**src/rtl/clk_divider.sv**
```systemverilog
// Integer clock divider: clk_out is a flop that toggles every DIV clk_in edges,
// giving a 50% duty clock of period 2*DIV with no combinational path to the output.
module clk_divider #(
    parameter int DIV = 5
) (
    input  logic clk_in,
    input  logic resetb,
    output logic clk_out
);

    localparam int CW = (DIV > 1) ? $clog2(DIV) : 1;
    localparam logic [CW-1:0] LAST = CW'(DIV - 1);

    if (DIV < 1 || DIV > 65535) begin : g_bad_div
        $error("clk_divider: DIV must be in 1..65535");
    end

    // Declaration values give a defined start on FPGA and in simulation before the first reset edge.
    logic [CW-1:0] cnt_q = '0;
    logic [CW-1:0] cnt_d;
    logic          clk_q = 1'b0;
    logic          clk_d;

    always_comb begin
        cnt_d = cnt_q + CW'(1);
        clk_d = clk_q;
        // Explicit wrap at DIV-1, so power-of-two DIV never relies on natural rollover.
        if (cnt_q == LAST) begin
            cnt_d = '0;
            clk_d = ~clk_q;
        end
    end

    always_ff @(posedge clk_in) begin
        if (!resetb) begin
            cnt_q <= '0;
            clk_q <= 1'b0;
        end else begin
            cnt_q <= cnt_d;
            clk_q <= clk_d;
        end
    end

    assign clk_out = clk_q;

endmodule

```
**config.mk**
```make
export PLATFORM = sky130hd
export DESIGN_NAME = clk_divider
export DESIGN_NICKNAME = d
export VERILOG_FILES = /design/src/rtl/clk_divider.sv
export SDC_FILE = /design/constraint.sdc
export NUM_CORES = 1
export LEC_CHECK = 0
export ABC_AREA = 1
export CAP_MARGIN = 10
export CORE_AREA = 2 2 39 41
export CTS_CLUSTER_SIZE = 25
export DETAILED_ROUTE_END_ITERATION = 10
export DIE_AREA = 0 0 41 43
export GPL_TIMING_DRIVEN = 1
export SETUP_SLACK_MARGIN = 0.2
export SYNTH_ARGS = -nofsm -noshare
export SYNTH_HDL_FRONTEND = slang
export SYNTH_SLANG_ARGS = --single-unit
```
**constraint.sdc**
```tcl
create_clock -name clk_in -period 1.1 [get_ports clk_in]
set_input_delay 0.11 -clock clk_in [delete_from_list [all_inputs] [get_ports clk_in]]
set_output_delay 0.11 -clock clk_in [all_outputs]
set_load 0.05 [all_outputs]
```
* Word-level counts from Yosys, hierarchy flattened
Index checks and enable logic that the tools add are counted.
Storage, ports and cells: flip-flop bits (word level) 4, latch bits 0, memory bits (writable) 0, bits in read-only memories 0, input port bits 2, output and inout port bits 1, word-level logic and storage cells 7, memories kept 0
Operators by class: $add $sub $neg 1, multiply operators 0, div/mod/pow operators 0, order comparisons 0, equal/unequal tests 1, shift-type cells 0, multiplexer cells 0, bitwise logic cells 2, reduce and logical (&&, ||, !) cells 1
Operator list (count):
- 3-bit by 1-bit adder with 3-bit output (second input constant) | 1
- 3-bit equality test (second input constant) | 1
- 1-bit NOT | 2
- 2-bit OR reduction | 1

* Longest topological paths before layout
depth in word-level cells 2, depth in mapped cells 5, depth with buffers taken out 5

* Least setup slack after synthesis
No wires, ideal clock.
kind reg2reg, from register clk_q (netlist: clk_out), to register clk_q (netlist: clk_out), setup time 0.117 ns, arrival 0.850 ns, required time 0.983 ns, slack 0.133 ns, cell stages (with the launch flop) 4, path buffers 0, period minus slack after synthesis 0.967 ns, path through dfxtp_1 nand3_1 nand2_1 nor2_1
Between the ends: word-level cells in the longest chain between the ends 1
Ends and longest elaborated chain:
- start, declared | line 21 | logic clk_q = 1'b0;
- start signal, assigned | line 40 | clk_q <= clk_d;
- 1-bit NOT | line 30 | clk_d = ~clk_q;
Every way passes these cells. A chain may end at the register's enable or synchronous reset.

* Worst setup path after layout
from register cnt_q[0], to register cnt_q[1]
Between the ends: word-level cells in the longest chain between the ends 2, elaborated cells on any way between the ends 3, those cells by class add/sub (1); eq/ne (1); reduce/logical (1)
Ends and longest elaborated chain:
- start, declared | line 19 | logic [CW-1:0] cnt_q = '0;
- start signal, assigned | line 39 | cnt_q <= cnt_d;
- parallel branches: the longest is 2 deep, another holds 3-bit by 1-bit adder with 3-bit output
Parallel ways; which one is timed is not known.

==> reports/qor.yml <==
setup_path:
  timing.critical_path.mode_cell: "nand2_4"
  r2r-start: "cnt_q[0]$_SDFF_PP0_"
  max_stage_delay_ns: 0.34
  cp.arrival_ns: 1.02
  cp_cell_sequence: "inv_2 -> ha_4 -> nand2_4 -> nand2_4 -> nor2_4"
  crit_required_ns: 1.27
  path_max_fanout: 3
  cp-end-kind: "flop"
  crit_start: "cnt_q[0]$_SDFF_PP0_"
  reg2reg_slack_ns: 0.25
  cp_slowest_cell: "dfxtp_2"
  startpoint_type: "flop"
  worstSetupPathType: "reg -> reg"
grt:
  grt_usage_pct: 5.62
  grt_max_degree: 6
  first_global_vias: 157
  overflow: 0
  grt_antenna_before_repair: 0
  grt_pass1_wl_um: 565
cts:
  clock_latency_ns: 0.24
  cts.sinks: 4
  clk_pin_slew_worst_paths_ns: 0.03
  ctsHtreeMaxLevel: 1
  clock_path_buffers: 2
  cts_root_buf: "clkbuf_4"
  postCtsSetupRepairBufs: 0
  cts_tree: "yes"
  holdBufCountCts: 0
  cts_made_buffers: 3
logic_synthesis:
  ys_ff_latch: 4
  syn_nets: 27
  synth_area_leaders: "dfxtp_1 45%, ha_1 14%, nand2_1 11%, inv_1 8.5%, nor2_1 6.4%"
  yosysSeqAreaShare_pct: 45.4
  avgSynthCellArea_sq_um: 7.67
  synth_edf_count: 0
  ys_types: 10
  postSynthCellCount: 23
  yosys.cell_count.top_type: "nand2_1"
  syn_area_sq_um: 176
  synth.top_cell.area_share_pct: 45.4
  ys_top_cells_by_count: "5 x nand2_1, 4 x dfxtp_1, 4 x inv_1"
  yosysTopAreaCell: "dfxtp_1"
  ys.flop_type: "dfxtp_1"
  synth_async_sr_flop_share_pct: 0
  synth_warnings: 0
sta:
  rsz0062_at_grt: "true"
  slew_viol_final: 0
  skew_ns: 0.00739
  min_period_over_period_pct: 77.4
  worstMarginPinSlew_ns: 0.253
  setup-tns-final_ns: 0
  slew_headroom_pct: 83.1
  min_period_ns: 0.851
  setup_viol: 0
  fmax_mhz: 1170
  hold_viol_final: 0
detailed_routing:
  dr.pass1.iters: 3
  routedWlPerCell_um: 6.80
  wl_um: 299
  drcViolationCount: 0
  viasPerCell: 3.45
  ant_nets: 0
  first_iter_violations: 4
  num_vias: 152
floorplan:
  die_area_sq_um: 1760
  io_pins: 3
  core_area_sq_um: 1380
  fp.dieH_um: 43
  num_rows: 14
  start_util_pct: 12.7
  dieWidth_um: 41
worst_hold_path:
  hold_class: "reg -> reg"
  hp-start: "cnt_q[0]$_SDFF_PP0_"
pwr:
  ir_worst_vdd_mv: 0.576
  p_clk_share_pct: 40.5
  leakage_nw: 0.124
  intPower_mw: 0.326
  swShare_pct: 27.6
  combPwrFrac_pct: 20.4
  p_per_area_nw_per_um2: 1550
  power_switching_mw: 0.125
  seqPwrFrac_pct: 39.2
flow_run:
  drv_cap: 0
cells_and_area:
  multi_input_area_sq_um: 116
  final_area_sq_um: 292
  syn_to_final_growth_pct: 65.2
  seq_area_sq_um: 83.8
  antenna_cells: 0
  nNetsFinal: 34
  fillers: 153
  drive_gt1_share_pct: 60.7
outcome:
  outcome: "completed"
place:
  port_buffers: 2
  place_area_sq_um: 228
  dp_hpwl_um: 211
  gp_congestion: 0.691
[path summary, 6_finish.rpt]
| check | to | depth (start not counted) |
|---|---|---|
| worst min register to register | cnt_q[0]$_SDFF_PP0_ | 1 |
| worst min-delay path | cnt_q[0]$_SDFF_PP0_ | 1 |
| worst max-delay path | cnt_q[1]$_SDFF_PP0_ | 5 |
| worst max register to register | cnt_q[1]$_SDFF_PP0_ | 5 |
[critical path: cells and delay by family, from the launching register on]
| family | cells | cell delay (ns) |
|---|---|---|
| adder cells (fa/ha/maj) | 1 | 0.17 |
| AND/OR/NAND/NOR | 3 | 0.23 |
| buffers and inverters | 1 | 0.05 |
| flip-flops | 1 | 0.34 |
[registers in the layout, indices dropped and copies added, names as in the netlist]
name,cells
cnt_q,3
clk_out,1
[area by class of cell]
class / instances / area share [%]
multi-input cells: 14 / 39.9
flip-flops and latches: 4 / 28.8
repair buffers: 2 / 10.3
clock buffers: 3 / 7.73
well taps: 16 / 6.87
inverters: 5 / 6.44
[routing by layer]
| metal | up-vias | track usage [%] | share of wire, % |
|---|---|---|---|
| met5 | - | 0 | 0 |
| met4 | 0 | 2.00 | 1.7 |
| met3 | 2 | 9.42 | 14 |
| met2 | 5 | 6.25 | 47 |
| met1 | 68 | 4.82 | 37 |
| li1 | 77 | - | - |
[kinds of logic (layout without fill, tap and decap cells)]
group / count (synthesis) / in the layout / share of synthesized area (%)
buffers and inverters: 5 / 10 / 10.6
and+or+nand+nor: 11 / 11 / 27.0
DFF: 4 / 4 / 45.4
adders and majority gates: 2 / 2 / 14.2
AOI/OAI and AO/OA: 1 / 1 / 2.83
[layout by cell type, fill, tap and decap left out]
cell	synthesis	layout
inv_1	4	2
nand3_1	1	1
nand2_4	0	2
clkdlybuf4s50_1	0	1
a21oi_2	0	1
ha_4	0	1
ha_1	2	1
inv_2	1	3
buf_12	0	1
dfxtp_1	4	1
nand2_1	5	4
clkbuf_4	0	3
nor2_1	3	1
nor2_2	1	2
dfxtp_2	0	3
nor2_4	0	1
[timing repair]
item                       CTS  global route
pin swaps                    0             3
gates resized for setup      1            12
setup endpoints to repair    4             4
[through the flow]
stage / setup slack [ns] / power, mW / utilization [%] / hold slack [ns] / cells
6_report: 0.249 / 0.451 / 21.1 / 0.424 / 44
4_1_cts: 0.220 / 0.424 / 18.3 / 0.441 / 44
3_5_place_dp: 0.185 / 0.233 / 16.5 / 0.436 / 41
3_3_place_gp: 0.207 / 0.229 / 16.5 / 0.429 / 41
2_1_floorplan: 0.227 / 0.211 / - / 0.223 / 23
5_1_grt: 0.194 / 0.492 / 21.1 / 0.452 / 44
[power groups by stage]
stage	combinational, mW	clock [mW]	sequential, mW
5_1_grt	0.105	0.208	0.179
4_1_cts	0.0622	0.191	0.171
3_3_place_gp	0.0566	0	0.173
3_5_place_dp	0.0598	0	0.173
2_1_floorplan	0.0345	0	0.177
6_report	0.0919	0.182	0.177
No activity file was read; power rests on OpenSTA's default activity.
